===== src/rtl/pll_scan_pkg.sv =====
// Shared definitions for the PLL scan-chain read-back block.
package pll_scan_pkg;

  localparam int unsigned CHAIN_LEN_DEFAULT = 158;
  localparam int unsigned SNAP_BYTES        = 20;

  typedef enum logic [1:0] {
    IDLE  = 2'd0,
    SHIFT = 2'd1,
    DONE  = 2'd2
  } state_t;

endpackage


===== src/rtl/pll_scan_rdbank.sv =====
// Byte-addressed read port over the captured PLL snapshot; one-cycle read latency.
module pll_scan_rdbank
  import pll_scan_pkg::*;
(
  input  logic                    i_clk,
  input  logic                    i_reset_n,
  input  logic [8*SNAP_BYTES-1:0] i_snap,
  input  logic [4:0]              i_addr,
  input  logic                    i_select,
  input  logic                    i_rd_req,
  output logic [7:0]              o_data_rd,
  output logic                    o_rd_valid
);

  logic [7:0] rd_byte;

  // Addresses beyond the snapshot fall through to zero.
  always_comb begin
    rd_byte = '0;
    for (int unsigned b = 0; b < SNAP_BYTES; b++) begin
      if (i_addr == 5'(b)) rd_byte = i_snap[8*b +: 8];
    end
  end

  always_ff @(posedge i_clk or negedge i_reset_n) begin
    if (!i_reset_n) begin
      o_data_rd  <= '0;
      o_rd_valid <= 1'b0;
    end else begin
      o_rd_valid <= i_select & i_rd_req;
      if (i_select && i_rd_req) o_data_rd <= rd_byte;
    end
  end

endmodule


===== src/rtl/pll_scan_rd.sv =====
// PLL scan-chain read-back: shifts CHAIN_LEN bits out of the PLL into a snapshot.
// Define PLL_SCAN_RD_RESTORE_EN to recirculate scandataout so the PLL config survives.
module pll_scan_rd
  import pll_scan_pkg::*;
#(
  parameter int unsigned CHAIN_LEN = CHAIN_LEN_DEFAULT,
  parameter int unsigned CNT_W     = 8
) (
  input  logic       i_clk,
  input  logic       i_reset_n,
  input  logic       i_start,
  output logic       o_busy,
  output logic       o_done,
  output logic       o_scanclkena,
  output logic       o_scandata,
  input  logic       i_scandataout,
  input  logic [4:0] i_addr,
  input  logic       i_select,
  input  logic       i_rd_req,
  output logic [7:0] o_data_rd,
  output logic       o_rd_valid
);

  state_t                  state, nxt;
  logic [CNT_W-1:0]        cnt;
  logic [CHAIN_LEN-1:0]    cap;
  logic [CHAIN_LEN-1:0]    snap;
  logic [8*SNAP_BYTES-1:0] snap_pad;
  logic                    last;

  assign last = (cnt == CNT_W'(CHAIN_LEN - 1));

  always_comb begin
    nxt = state;
    unique case (state)
      IDLE:    if (i_start) nxt = SHIFT;
      SHIFT:   if (last) nxt = DONE;
      DONE:    nxt = IDLE;
      default: nxt = IDLE;
    endcase
  end

  // Status and scan enable are registered from the next state so they line up with it.
  always_ff @(posedge i_clk or negedge i_reset_n) begin
    if (!i_reset_n) begin
      state        <= IDLE;
      o_busy       <= 1'b0;
      o_done       <= 1'b0;
      o_scanclkena <= 1'b0;
      cnt          <= '0;
      cap          <= '0;
      snap         <= '0;
    end else begin
      state        <= nxt;
      o_busy       <= (nxt != IDLE);
      o_done       <= (nxt == DONE);
      o_scanclkena <= (nxt == SHIFT);
      if (state == IDLE)
        cnt <= '0;
      else if (state == SHIFT && !last)
        cnt <= cnt + 1'b1;
      if (o_scanclkena) cap <= {i_scandataout, cap[CHAIN_LEN-1:1]};
      if (state == DONE) snap <= cap;
    end
  end

`ifdef PLL_SCAN_RD_RESTORE_EN
  // Launched on the falling edge so the PLL shifts back in the very bit it is
  // presenting; a rising-edge flop would rotate the chain by one position.
  always_ff @(negedge i_clk or negedge i_reset_n) begin
    if (!i_reset_n) o_scandata <= 1'b0;
    else            o_scandata <= o_scanclkena ? i_scandataout : 1'b0;
  end
`else
  assign o_scandata = 1'b0;
`endif

  always_comb begin
    snap_pad                = '0;
    snap_pad[CHAIN_LEN-1:0] = snap;
  end

  pll_scan_rdbank u_rdbank (
    .i_clk      (i_clk),
    .i_reset_n  (i_reset_n),
    .i_snap     (snap_pad),
    .i_addr     (i_addr),
    .i_select   (i_select),
    .i_rd_req   (i_rd_req),
    .o_data_rd  (o_data_rd),
    .o_rd_valid (o_rd_valid)
  );

endmodule


===== config.mk =====
export PLATFORM = sky130hd
export DESIGN_NAME = pll_scan_rd
export DESIGN_NICKNAME = d
export VERILOG_FILES = /design/src/rtl/pll_scan_pkg.sv /design/src/rtl/pll_scan_rdbank.sv /design/src/rtl/pll_scan_rd.sv
export SDC_FILE = /design/constraint.sdc
export NUM_CORES = 1
export LEC_CHECK = 0
export ABC_AREA = 1
export CORE_ASPECT_RATIO = 1.4
export CORE_MARGIN = 2
export CORE_UTILIZATION = 60
export CTS_BUF_LIST = sky130_fd_sc_hd__clkbuf_4 sky130_fd_sc_hd__clkbuf_8 sky130_fd_sc_hd__clkbuf_16
export CTS_CLUSTER_DIAMETER = 80
export DETAILED_ROUTE_END_ITERATION = 8
export PLACE_DENSITY = 0.74
export SKIP_LAST_GASP = 1
export SYNTH_ARGS = -nofsm -noshare
export SYNTH_HDL_FRONTEND = slang
export SYNTH_HIERARCHICAL = 1
export SYNTH_SLANG_ARGS = --single-unit

===== constraint.sdc =====
create_clock -name i_clk -period 1.69 [get_ports i_clk]
set_input_delay 0.507 -clock i_clk [delete_from_list [all_inputs] [get_ports i_clk]]
set_output_delay 0.507 -clock i_clk [all_outputs]
set_load 0.02 [all_outputs]

==> metrics.md, run 1 <==
| Metric | Value |
|---|---|
| Worst path bufs/invs | 0 |
| Kind of critical path | reg -> reg |
| Worst path max stage delay | 410 ps |
| # nets final | 1700 |
| Fill count | 1859 |
| Global-route wire length before repair | around 52000 um |
| Reg-to-reg critical path startpoint | snap[8] |
| Diode count | 0 |
| Async SR Flop Fraction | 1.000 |
| Clk Latency, worst-skew pair | 550 ps |
| Clk_skew | ~13 ps |
| Synth Flop Type | dfrtp_1 |
| Hold Crit Class | in -> async |
| Number of CTS-inserted buffers | 31 |
| Slew Viols, Final | 0 |
| Number of synthesized flops with an enable pin | 0 |
| Synth Cell Area | about 14000 sq um |
| Final WL | 31410 um |
| DRT antenna net count | 0 |
| Synthesized area per cell | 8.655 sq um |
| Initial antenna violation count | 0 |
| Gr usage total | 0.2636 |
| CP most frequent cell | nand4_1 |
| Max-Cap Viols | 0 |
| Setup crit end | u_rdbank/o_data_rd[0] |
| Crit. Startpoint | snap[8] |
| CTS sink cnt | 338 |
| Io pins | 24 |
| CTS Buffer Depth | 3 |
| RSZ-0062 raised after global routing | true |
| CP arrival | 2320 ps |
| Starting Density | 0.6097 |
| Clock-pin slew on the worst setup and hold paths | 70 ps |
| Power Dens Cells | 984.4 nW/um^2 |
| Clock root cell | clkbuf_16 |
| Flop-to-flop setup slack | -190 ps |
| FF-to-FF path depth | 12 |
| Failing checks | negative setup slack |
| Critical Path Sink Type | flip-flop |
| Via count | between 10000 and 15000 |
| Crit share post-route | 1.110 |
| Max H-tree Level | 1 |
| Violation count after the first detailed-route iteration | 715 |
| Final hold slack | 438.1 ps |
| Die area | approximately 25000 sq um |
| CTS tree | done |
| Die Y | 185.4 um |
| Final Worst Setup Slack | -185.5 ps |
| Via count of the first global-routing pass | roughly 10000 |
| Synth Warn # | 6 |
| Synth area leaders | dfrtp_1, nand2_1, o21ai_0, inv_1, nor2_1 |
| Sequential fraction of the synthesis area | 0.5999 |
| Crit path time final | 1875 ps |
| Synth-to-Final Area Change | 15.13% |
| Final hold violation count | 0 |
| Status | finished with violations |
| HPWL after detailed placement | 21620 um |
| Fmax | about 0.53 GHz |
| Area after DPL | between 10000 and 15000 sq um |
| Area leader, netlist | dfrtp_1 |
| Crit-path cells | nand3_1 -> nand3_1 -> nor2_2 -> nand4_1 -> nor2_2 -> nand4_1 -> nor2_2 -> nand4_1 -> nor2_1 -> nand4_1 -> nand2_1 -> nand2_1 |
| Finished Cell Area | 16230 sq um |
| Leakage | 7.533 nW |
| Core Area | 23120 sq um |
| Drt pass-1 iters | 5 |
| Synth cell types | 29 |
| Layout cells sized above 1 | 0.1234 |
| Slowest cell on the critical path | dfrtp_1 |
| IO buf count | 22 |
| Top-count cell post-synth | nand2_1 |
| Largest delay share family, worst path | simple AND/OR/NAND/NOR gates |
| RePlAce Congestion | ~0.91 |
| #FFs+latches synth | 338 |
| Final setup fails | 6 |
| Total gr overflow | 0 |
| Num rows | 66 |
| Setup crit start kind | flip-flop |
| Largest net degree at the start of global routing | 134 |
| DRC errors left | 0 |
| Wire length per cell | about 16 um |
| List of most frequent post-synthesis cells | nand2_1, dfrtp_1, o21ai_0 |
| Worst Path Required | 2130 ps |
| Cells after Synth | 1629 |
| Largest fanout on the critical path | 2 |
| Share of the synthesized area in the top cell type | 0.5999 |
| Stages on worst setup path | 12 |
| DIE WIDTH | 133.6 um |
| Via density | 5.260 |
| Crit Reg-Reg Endpoint | u_rdbank/o_data_rd[0] |
| Worst vdd ir | between 1000 and 1500 uV |
[area by class of cell]
cell class                 count  area [sq um]  share of cell area
clock inverter                16         211.5             0.01303
timing repair buffer          94         885.9             0.05457
inverter                     221         842.1             0.05188
multi-input combinational   1001          4598              0.2833
clock buffer                  40         849.6             0.05234
sequential                   338          8462              0.5213
tap                          306         382.9             0.02359
[power breakdown]
part / total (W) / switching (W) / internal (W)
sequential: 0.00820 / 0.0000391 / 0.00816
clock: 0.00726 / 0.00296 / 0.00430
combinational: 0.000521 / 0.000350 / 0.000171
[metrics by stage]
step | power (W) | worst slack, ps | std cells | TNS (ps) | utilization
floorplan | 0.008505 | -65.41 | 1631 | -464.6 | -
global placement | 0.008847 | -1244 | 1950 | -8964 | 0.6482
detailed placement | 0.008858 | -1268 | 1950 | -9218 | 0.6482
CTS | 0.01612 | -267.7 | 2013 | -590.9 | 0.6987
global route | 0.01652 | -267.2 | 2016 | -1633 | 0.7020
finish | 0.01598 | -185.5 | 2016 | -552.9 | 0.7020
[logic make-up after synthesis]
| kind of cell | synth area share |
|---|---|
| adders and majority gates | 0.001775 |
| buffers and inverters | 0.08573 |
| xor gates and xnor gates | 0.001243 |
| AOI/OAI and AO/OA | 0.1192 |
| DFF | 0.5999 |
| other | 0.0002660 |
| and+or+nand+nor | 0.1919 |
[flip-flops by register name, summed over array words and instances (netlist names)]
register             count
u_rdbank/o_rd_valid      1
o_scanclkena             1
cnt                      8
u_rdbank/o_data_rd       8
cap                    158
o_done                   1
snap                   158
state                    2
o_busy                   1
[worst min path at each step]
stage                     to  slack (ps)  cells past startpoint
finish              snap[37]         440                      2
global route        snap[56]         460                      2
CTS                 snap[55]         440                      2
detailed placement   cap[39]         420                      1
global placement     cap[39]         420                      1
floorplan             cap[0]         210                      0
[metal layers]
layer  wire [um]  global-route usage  up-vias
li1            -                   -     5203
met1       13110              0.3383     5136
met2       16160              0.4664      194
met3         936             0.02682       71
met4        1199             0.09787        0
met5           0                   0        -
[cell usage in the layout, fill, tap and decap left out, drive strengths merged]
master and instances:
xor2 2, nor3 4, inv 219, or2 5
conb 3, nand4 34, ha 2, bufinv 5
clkinv 10, dlygate4sd3 1, dfrtp 338, a21oi 10
buf 88, nor2 99, clkbuf 40, nand3 26
clkinvlp 3, o21bai 2, clkdlybuf4s15 1, nand2 492
clkdlybuf4s50 4, o21ai 322
[repair_timing]
item,4_1_cts,5_1_grt
setup endpoints to repair,20,10
pin swaps,25,26
resized for setup,102,18
buffers inserted,7,3
hold endpoints to repair,28,0
hold buffers,1,0
Note: power is estimated with default switching activity, not from simulation.
==> inputs of run 2 (changes only) <==
Settings changed: CORE_ASPECT_RATIO 1.4 to unset.
==> run 2 against run 1 <==
  * Sequential power barely moved
  * Die area barely moved
  * Global-route usage fell by 0.076 points
  * Largest power group unchanged
  * Combinational power fell by 2%
  * Highest routed layer unchanged
  * Count of clock-buffer cells in the layout rose by 16
  * Critical endpoint unchanged
  * Setup slack got worse by 140 ps
  * Total power rose by 3.0%
  * Register-to-register slack got worse by 120 ps
  * Flip-flop and latch count did not move
  * Hold slack improved by 33 ps
  * The run still ends with negative setup slack left
  * Design area rose by 0.10%
==> metrics.md, run 2 (synthesis results as in run 1) <==
| Metric | Value |
|---|---|
| Placed cells | 1949 |
| Slowest cell on the critical path | nand4_1 |
| Multi-input gate area | 4563 sq um |
| Starting Density | 0.6061 |
| Final hold violation count | 0 |
| Final WL | ~31000 um |
| Failing checks | negative setup slack |
| CTS Buffer Depth | 3 |
| Kind of critical path | in -> reg |
| Drt pass-1 iters | 5 |
| Fill count | 1798 |
| Critical Path Sink Type | flip-flop |
| Via count | roughly 11000 |
| Worst path max stage delay | between 150 and 200 ps |
| Synth-to-Final Area Change | 15.25% |
| RSZ-0062 raised after global routing | true |
| Layout cells sized above 1 | 0.1112 |
| Via density | 5.273 |
| Commonest non-fill, non-tap cell in the layout | nand2_1 |
| Total Power | 0.01646 W |
| Diode count | 0 |
| Io pins | 24 |
| Largest net degree at the start of global routing | 169 |
| Clk_skew | 7.106 ps |
| Number of CTS-inserted buffers | 36 |
| Die Y | roughly 160 um |
| Crit Reg-Reg Endpoint | u_rdbank/o_data_rd[0] |
| # nets final | 1690 |
| Largest regs | cap x158, snap x158 |
| Num rows | 56 |
| Final Worst Setup Slack | -323.7 ps |
| Worst vdd ir | 701.2 uV |
| Gr usage total | 0.2628 |
| CP most frequent cell | nand4_1 |
| Power Dens Cells | 1013 nW/um^2 |
| Leakage | 7.507 nW |
| Register Area | between 8000 and 9000 sq um |
| Crit share post-route | 1.192 |
| Slew Limit Headroom | 0.5837 |
| FF-to-FF path depth | 12 |
| Wire length per cell | approximately 16 um |
| DRT antenna net count | 0 |
| IO buf count | 22 |
| Violation count after the first detailed-route iteration | 1010 |
| Reg-to-reg critical path startpoint | snap[8] |
| Clk Latency, worst-skew pair | 510 ps |
| WHS Path Cells | 2 |
| Slew Viols, Final | 0 |
| Global-route wire length before repair | slightly above 50000 um |
| CP arrival | about 2400 ps |
| Total gr overflow | 0 |
| Clock root cell | clkbuf_16 |
| Die area | between 20000 and 25000 sq um |
| TNS Setup | -1173 ps |
| Finished Layout Cells | 2019 |
| Hold_sp | cap[143] |
| Flop-to-flop setup slack | -310 ps |
| Initial antenna violation count | 0 |
| Max H-tree Level | 2 |
| Clock-pin slew on the worst setup and hold paths | 60 ps |
| Hold Crit Class | reg -> reg |
| Final setup fails | 8 |
| Crit-path cells | buf_8 -> clkinvlp_4 -> nand3_4 -> nor2_4 -> buf_6 -> nand2_4 -> nand3_2 -> nor2_2 -> nand4_1 -> nor2_1 -> nand4_1 -> nor2_1 -> nand4_1 -> nor2_2 -> nand4_1 -> nand2_1 -> nand2_1 |
| Worst-Margin Slew | 624.4 ps |
| Core Area | ~23000 sq um |
| Setup crit start kind | input pin |
| Worst Path Required | approximately 2100 ps |
| Status | finished with violations |
| Fmax | 0.4966 GHz |
| Hold Path End | cap[142] |
| CTS sink cnt | 338 |
| CTS tree | done |
| HPWL after detailed placement | 20290 um |
| Largest fanout on the critical path | 5 |
| Crit path time final | 2014 ps |
| DRC errors left | 0 |
| DIE WIDTH | 157.3 um |
| Via count of the first global-routing pass | about 10000 |
| RePlAce Congestion | 0.8491 |
| Max-Cap Viols | 0 |
| Commonest non-fill, non-tap cells in the layout | nand2_1, dfrtp_1, o21ai_0 |
==> run 2: how the worst max path moves through the flow <==
| stage | end | start | depth (start not counted) |
|---|---|---|---|
| after floorplan | u_rdbank/o_data_rd[6] | i_addr[0] | 15 |
| after global placement | u_rdbank/o_data_rd[3] | i_addr[4] | 16 |
| after detailed placement | u_rdbank/o_data_rd[3] | i_addr[0] | 16 |
| after CTS | u_rdbank/o_data_rd[3] | snap[11] | 12 |
| after global routing | u_rdbank/o_data_rd[0] | i_addr[0] | 17 |
| final | u_rdbank/o_data_rd[0] | i_addr[0] | 17 |
==> run 2: through the flow <==
| stage | cell area (sq um) | setup slack (ps) | hold WS, ps | util |
|---|---|---|---|---|
| 6_report | 16250 | -323.7 | 471.0 | 0.6985 |
| 5_1_grt | 16250 | -385.9 | 500.3 | 0.6985 |
| 4_1_cts | 16170 | -296.2 | 480.1 | 0.6950 |
| 3_5_place_dp | 14920 | -1274 | 437.1 | 0.6416 |
| 3_3_place_gp | 14920 | -1205 | 437.1 | 0.6416 |
| 2_1_floorplan | 14140 | -65.41 | 211.4 | - |
==> run 2: where the power goes <==
part | total, W | internal (W) | switching (W) | leakage, nW
Combinational | 0.000513 | 0.000168 | 0.000345 | 2.34
Clock | 0.00775 | 0.00466 | 0.00309 | 0.597
Sequential | 0.00820 | 0.00816 | 0.0000389 | 4.57
==> run 2: final cells by class <==
class / instances / share of cell area
Inverter: 221 / 0.05167
Clock inverter: 5 / 0.001771
Tap cell: 319 / 0.02456
Timing Repair Buffer: 79 / 0.04959
Clock buffer: 56 / 0.07077
Sequential cell: 338 / 0.5208
Multi-Input combinational cell: 1001 / 0.2808
==> run 2: routing by layer <==
metal | GRT usage | share of wire
met3 | 0.04626 | 0.062
met4 | 0.06320 | 0.017
met5 | 0 | 0
met1 | 0.3887 | 0.46
met2 | 0.4096 | 0.46
==> run 2: critical path: cells and delay by family <==
family / cells / cell delay, ps
simple gates: 14 / 1570
buf+inv: 3 / 340
==> run 2: repair_timing <==
item | 4_1_cts | 5_1_grt
pin swaps | 18 | 25
endpoints found under the setup margin | 20 | 13
hold buffers | 1 | 0
setup buffers | 2 | 6
gates resized for setup | 81 | 21
endpoints found under the hold margin | 31 | 0
